### config.mk
export PLATFORM = sky130hd
export DESIGN_NAME = csa_mult_pipe
export DESIGN_NICKNAME = d
export VERILOG_FILES = /design/src/rtl/csa_mult_pkg.sv /design/src/rtl/csa_row.sv /design/src/rtl/csa_mult_pipe.sv
export SDC_FILE = /design/constraint.sdc
export NUM_CORES = 1
export LEC_CHECK = 0
export ABC_AREA = 1
export BUFFER_PORTS_ARGS = -buffer_cell sky130_fd_sc_hd__buf_2
export CAP_MARGIN = 15
export CORE_ASPECT_RATIO = 1.25
export CORE_MARGIN = 5
export CORE_UTILIZATION = 30
export DETAILED_ROUTE_END_ITERATION = 6
export PLACE_DENSITY_LB_ADDON = 0.2
export SLEW_MARGIN = 20
export SYNTH_ARGS = -nofsm -noshare
export SYNTH_HDL_FRONTEND = slang
export SYNTH_HIERARCHICAL = 1
export SYNTH_SLANG_ARGS = --single-unit
### constraint.sdc
create_clock -name clk -period 6.71 [get_ports clk]
set_input_delay 0 -clock clk [delete_from_list [all_inputs] [get_ports clk]]
set_output_delay 0 -clock clk [all_outputs]
set_load 0.01 [all_outputs]
### src/rtl/csa_mult_pkg.sv
// csa_mult_pkg: sizing helpers shared by the pipelined carry-save multiplier.
// Per-stage row count and product width are derived here from WIDTH/STAGES.
package csa_mult_pkg;

    function automatic int rows_per_stage(input int width, input int stages);
        return (width + stages - 1) / stages;
    endfunction

    function automatic int prod_width(input int width);
        return 2 * width;
    endfunction

endpackage

### src/rtl/csa_row.sv
// csa_row: one row of full adders folding a partial-product vector into sum/carry.
// The carry output is pre-shifted so the next row consumes it directly.
module csa_row #(
    parameter int PW = 32
) (
    input  logic [PW-1:0] pp_i,
    input  logic [PW-1:0] sum_i,
    input  logic [PW-1:0] carry_i,
    output logic [PW-1:0] sum_o,
    output logic [PW-1:0] carry_o
);

    logic [PW-1:0] maj;

    assign sum_o   = pp_i ^ sum_i ^ carry_i;
    assign maj     = (pp_i & sum_i) | (pp_i & carry_i) | (sum_i & carry_i);
    assign carry_o = maj << 1;

endmodule

### src/rtl/csa_mult_pipe.sv
// csa_mult_pipe: pipelined signed/unsigned carry-save array multiplier.
// Define CSA_MULT_CHECK_EN to add a reference product path and chk_err output.
module csa_mult_pipe
    import csa_mult_pkg::*;
#(
    parameter int WIDTH  = 16,
    parameter int STAGES = 4,
    parameter int TAG_W  = 4
) (
    input  logic                  clk,
    input  logic                  rst_n,
    input  logic                  in_valid,
    output logic                  in_ready,
    input  logic [WIDTH-1:0]      in_a,
    input  logic [WIDTH-1:0]      in_b,
    input  logic                  in_signed,
    input  logic [TAG_W-1:0]      in_tag,
    output logic                  out_valid,
    input  logic                  out_ready,
    output logic [2*WIDTH-1:0]    out_p,
    output logic [TAG_W-1:0]      out_tag
`ifdef CSA_MULT_CHECK_EN
    ,
    output logic                  chk_err
`endif
);

    localparam int PW  = prod_width(WIDTH);
    localparam int RPS = rows_per_stage(WIDTH, STAGES);

    typedef struct packed {
        logic             valid;
        logic [PW-1:0]    sum;
        logic [PW-1:0]    carry;
        logic [WIDTH-1:0] a;
        logic [WIDTH-1:0] b;
        logic             signed_mode;
        logic [TAG_W-1:0] tag;
    } stage_t;

    // Baugh-Wooley: invert cross terms with exactly one sign bit, add 2^W and 2^(2W-1).
    function automatic logic [PW-1:0] pp_row(
        input logic [WIDTH-1:0] a,
        input logic             bi,
        input int               i,
        input logic             sm
    );
        logic [PW-1:0] v;
        logic          bv;
        v = '0;
        for (int j = 0; j < WIDTH; j++) begin
            bv = a[j] & bi;
            if (sm && ((j == WIDTH-1) != (i == WIDTH-1)))
                bv = ~bv;
            v[i+j] = bv;
        end
        if (sm && i == 0) begin
            v[WIDTH]  = 1'b1;
            v[PW-1]   = 1'b1;
        end
        return v;
    endfunction

    stage_t [STAGES-1:0] src;
    stage_t [STAGES-1:0] st_d;
    stage_t [STAGES-1:0] st_q;
    stage_t              last;

    logic                advance;
    logic                out_valid_q;
    logic [PW-1:0]       out_p_q;
    logic [PW-1:0]       out_p_d;
    logic [TAG_W-1:0]    out_tag_q;
    logic                unused_last;

    assign advance  = !out_valid_q || out_ready;
    assign in_ready = advance;

    for (genvar k = 0; k < STAGES; k++) begin : g_stage
        logic [PW-1:0] s_w [RPS+1];
        logic [PW-1:0] c_w [RPS+1];

        if (k == 0) begin : g_src0
            assign src[k] = '{valid: in_valid, sum: '0, carry: '0,
                              a: in_a, b: in_b,
                              signed_mode: in_signed, tag: in_tag};
        end else begin : g_srcn
            assign src[k] = st_q[k-1];
        end

        assign s_w[0] = src[k].sum;
        assign c_w[0] = src[k].carry;

        for (genvar r = 0; r < RPS; r++) begin : g_row
            if (k*RPS + r < WIDTH) begin : g_add
                logic [PW-1:0] pp;
                assign pp = pp_row(src[k].a, src[k].b[k*RPS+r],
                                   k*RPS + r, src[k].signed_mode);
                csa_row #(.PW(PW)) u_row (
                    .pp_i    (pp),
                    .sum_i   (s_w[r]),
                    .carry_i (c_w[r]),
                    .sum_o   (s_w[r+1]),
                    .carry_o (c_w[r+1])
                );
            end else begin : g_pass
                assign s_w[r+1] = s_w[r];
                assign c_w[r+1] = c_w[r];
            end
        end

        assign st_d[k] = '{valid: src[k].valid,
                           sum: s_w[RPS], carry: c_w[RPS],
                           a: src[k].a, b: src[k].b,
                           signed_mode: src[k].signed_mode,
                           tag: src[k].tag};
    end

    assign last        = st_q[STAGES-1];
    assign out_p_d     = last.sum + last.carry;
    assign unused_last = ^{last.a, last.b, last.signed_mode};

    always_ff @(posedge clk or negedge rst_n) begin
        if (!rst_n) begin
            st_q        <= '0;
            out_valid_q <= 1'b0;
            out_p_q     <= '0;
            out_tag_q   <= '0;
        end else if (advance) begin
            st_q        <= st_d;
            out_valid_q <= last.valid;
            out_p_q     <= out_p_d;
            out_tag_q   <= last.tag;
        end
    end

    assign out_valid = out_valid_q;
    assign out_p     = out_p_q;
    assign out_tag   = out_tag_q;

`ifdef CSA_MULT_CHECK_EN
    // Two's-complement product mod 2^PW equals the product of sign-extended operands.
    logic [PW-1:0]           ext_a;
    logic [PW-1:0]           ext_b;
    logic [PW-1:0]           ref_d;
    logic [STAGES:0][PW-1:0] ref_q;

    assign ext_a = in_signed ? {{WIDTH{in_a[WIDTH-1]}}, in_a}
                             : {{WIDTH{1'b0}}, in_a};
    assign ext_b = in_signed ? {{WIDTH{in_b[WIDTH-1]}}, in_b}
                             : {{WIDTH{1'b0}}, in_b};
    assign ref_d = ext_a * ext_b;

    always_ff @(posedge clk or negedge rst_n) begin
        if (!rst_n) begin
            ref_q <= '0;
        end else if (advance) begin
            ref_q <= {ref_q[STAGES-1:0], ref_d};
        end
    end

    assign chk_err = out_valid_q && out_ready && (out_p_q != ref_q[STAGES]);
`endif

endmodule

==> impl_metrics.ini <==
[synth]
yosysWarnings = 6
ys_ff_latch = 388
synth_ff_type = dfrtp_1
synth_top_area_frac = 0.335
seq_area_frac_synth = 0.327
synth_cells = 3323
synthDistinctLibCells = 28
yosys.area.top_type = fa_1
synth_area_um2 = 29700
yosysMostFrequentCell = nand2_1
synth.area.top_cells = fa_1 34%, dfrtp_1 33%, nand2_1 21%, inv_1 4.9%, ha_1 1.3%
synthArstFlopShare = 1.00
synth-edff-count = 0
synthTopCellsByCount = 1647 x nand2_1, 497 x fa_1, 390 x inv_1, 388 x dfrtp_1, 60 x clkbuf_1
syn_avg_cell_area_um2 = 8.93

[routing]
wl_per_cell_um = 12.9
wl_met1_um = 30500
num_vias = 20128
antenna_left = 0
viasPerCell = 3.99
drt_iter0_markers = 936
met3_length_um = 1790
wl_met2_um = 31100
routed_wl_um = 65000
drcViolationCount = 0
top_layer_used = met4
drtPass1Iterations = 4

[placed_design]
port_buffers = 78
gp_congestion = 0.829
hpwlAfterDp_um = 47400
place_ws_ns = 3.39

[timing]
setup_ws_ns = 3.40
post-route-min-period_ns = 3.31
slew_headroom = 0.221
setup_viol = 0
fmax_mhz = 302
tightest_slew_ns = 1.17
drv_slew = 0
hold_viol_final = 0
setup_tns_ns = 0
rsz0062_at_grt = no
finalCritPeriodShare = 0.493
fin_skew_ns = 0.0202

[global_routing]
grt.overflow.total = 0
grt_max_degree = 189
grt_pass1_wl_um = 113000
grt_util_all_layers = 0.129
grt_pass1_vias = 21080
antenna_found_initial = 0

[final_layout]
synthToLayoutAreaGrowth_pct = 16.4
diodes = 0
fin_nets = 4267
drive_gt1_frac = 0.0511

[critical_path]
ff2ff_path_depth = 8
r2r-start = src[111]
crit_type = flip-flop to flip-flop
cp.arrival_ns = 3.81
reg2reg_to = g_stage[2].s_w[147]
worst_setup_path_end_kind = flip-flop
path_max_fanout = 17
r2r_setup_slack_ns = 3.40
critPathLaunchType = flip-flop
crit_required_ns = 7.22

[clock_network]
post_cts_buffers = 0
cts_buffers = 49
path_clk_slew_ns = 0.06
htreeDepth = 2
clock_latency_ns = 0.62
clock_path_buffers = 3
cts_tree = done
clock-root-buffer = clkbuf_16
cts_sinks = 388

[run_status]
outcome = finished, final reports clean

[die]
die_h_um = 362
die_area_um2 = 105000
die_x_um = 291
io_pins = 79
start_util = 0.301
rows = 129
core_um2 = 98600

[flow_run]
maxCapViolCount = 0

[hold_path]
hold_path.class = input port to async pin
## how the worst max path moves through the flow
stage	from	end	slack (ns)	depth (start not counted)
final	src[111]	g_stage[2].s_w[147]	3.40	8
after global routing	src[217]	g_stage[3].s_w[151]	3.23	8
after CTS	src[217]	g_stage[3].s_w[151]	3.37	8
after detailed placement	src[111]	g_stage[2].s_w[147]	3.39	8
after global placement	src[111]	g_stage[2].s_w[147]	3.44	8
after floorplan	src[111]	g_stage[2].s_w[132]	3.69	10
## per-stage QoR
step	cells	instance area, um^2	hold slack, ns	utilization
2_1_floorplan	3657	30900	-0.296	-
3_3_place_gp	4921	32500	0.0980	0.329
3_5_place_dp	4921	32500	0.0932	0.329
4_1_cts	5044	34500	0.0371	0.350
5_1_grt	5045	34500	0.0702	0.350
6_report	5045	34500	0.00929	0.350
## kinds of logic (layout without fill, tap and decap cells)
logic type | count (synthesis) | count (layout) | share of synthesized area
simple gates | 1767 | 1767 | 0.229
other cells | 17 | 351 | 0.00215
flops | 388 | 388 | 0.327
compound gates | 51 | 51 | 0.00894
buf+inv | 527 | 605 | 0.0711
fa+ha+maj | 528 | 528 | 0.348
xor+xnor | 45 | 45 | 0.0133
## registers in the layout, indices dropped and copies added (netlist names)
register and flops:
g_stage.c_w 96, out_valid 1, g_stage.s_w 96, src 90, out_tag 4, out_p 32, last 69
## critical path, stage by stage, from the launching register on
cell and delay (ns):
dfrtp_1 0.73, nand2_1 0.13, xor2_1 0.19, fa_1 0.57, fa_1 0.45, fa_1 0.56, fa_1 0.42, nand2_1 0.08
nand2_1 0.06
## metal layers
layer,track usage,vias up
met5,0,-
met4,0.0341,0
met3,0.0170,84
met2,0.213,210
met1,0.179,9709
li1,-,10125
## repair_timing
action	4_1_cts	5_1_grt
endpoints found under the hold margin	158	0
gates resized for setup	0	0
hold buffers	35	0
endpoints found under the setup margin	0	0
## cell type report
cell class,instances,area [um^2]
Fill cell,10376,64100
Clock buffer,69,1420
Timing Repair Buffer,124,891
Sequential cell,388,9710
Clock inverter,19,283
Multi-Input combinational cell,2742,19100
Tap cell,1310,1640
Inverter,393,1480
## placed cells by master, fill, tap and decap left out, types with 15 or more instances in the layout
master	count
nand3_1	56
nand2_1	1647
a21oi_1	22
clkbuf_16	49
xor2_1	30
nor2_1	34
xnor2_1	15
fa_1	497
dlygate4sd3_1	35
buf_2	77
dfrtp_1	388
inv_1	390
ha_1	31
conb_1	351
o21ai_0	17
Power is not shown: default switching activity piles up to over one toggle a cycle in this logic, so the estimate is an artifact.
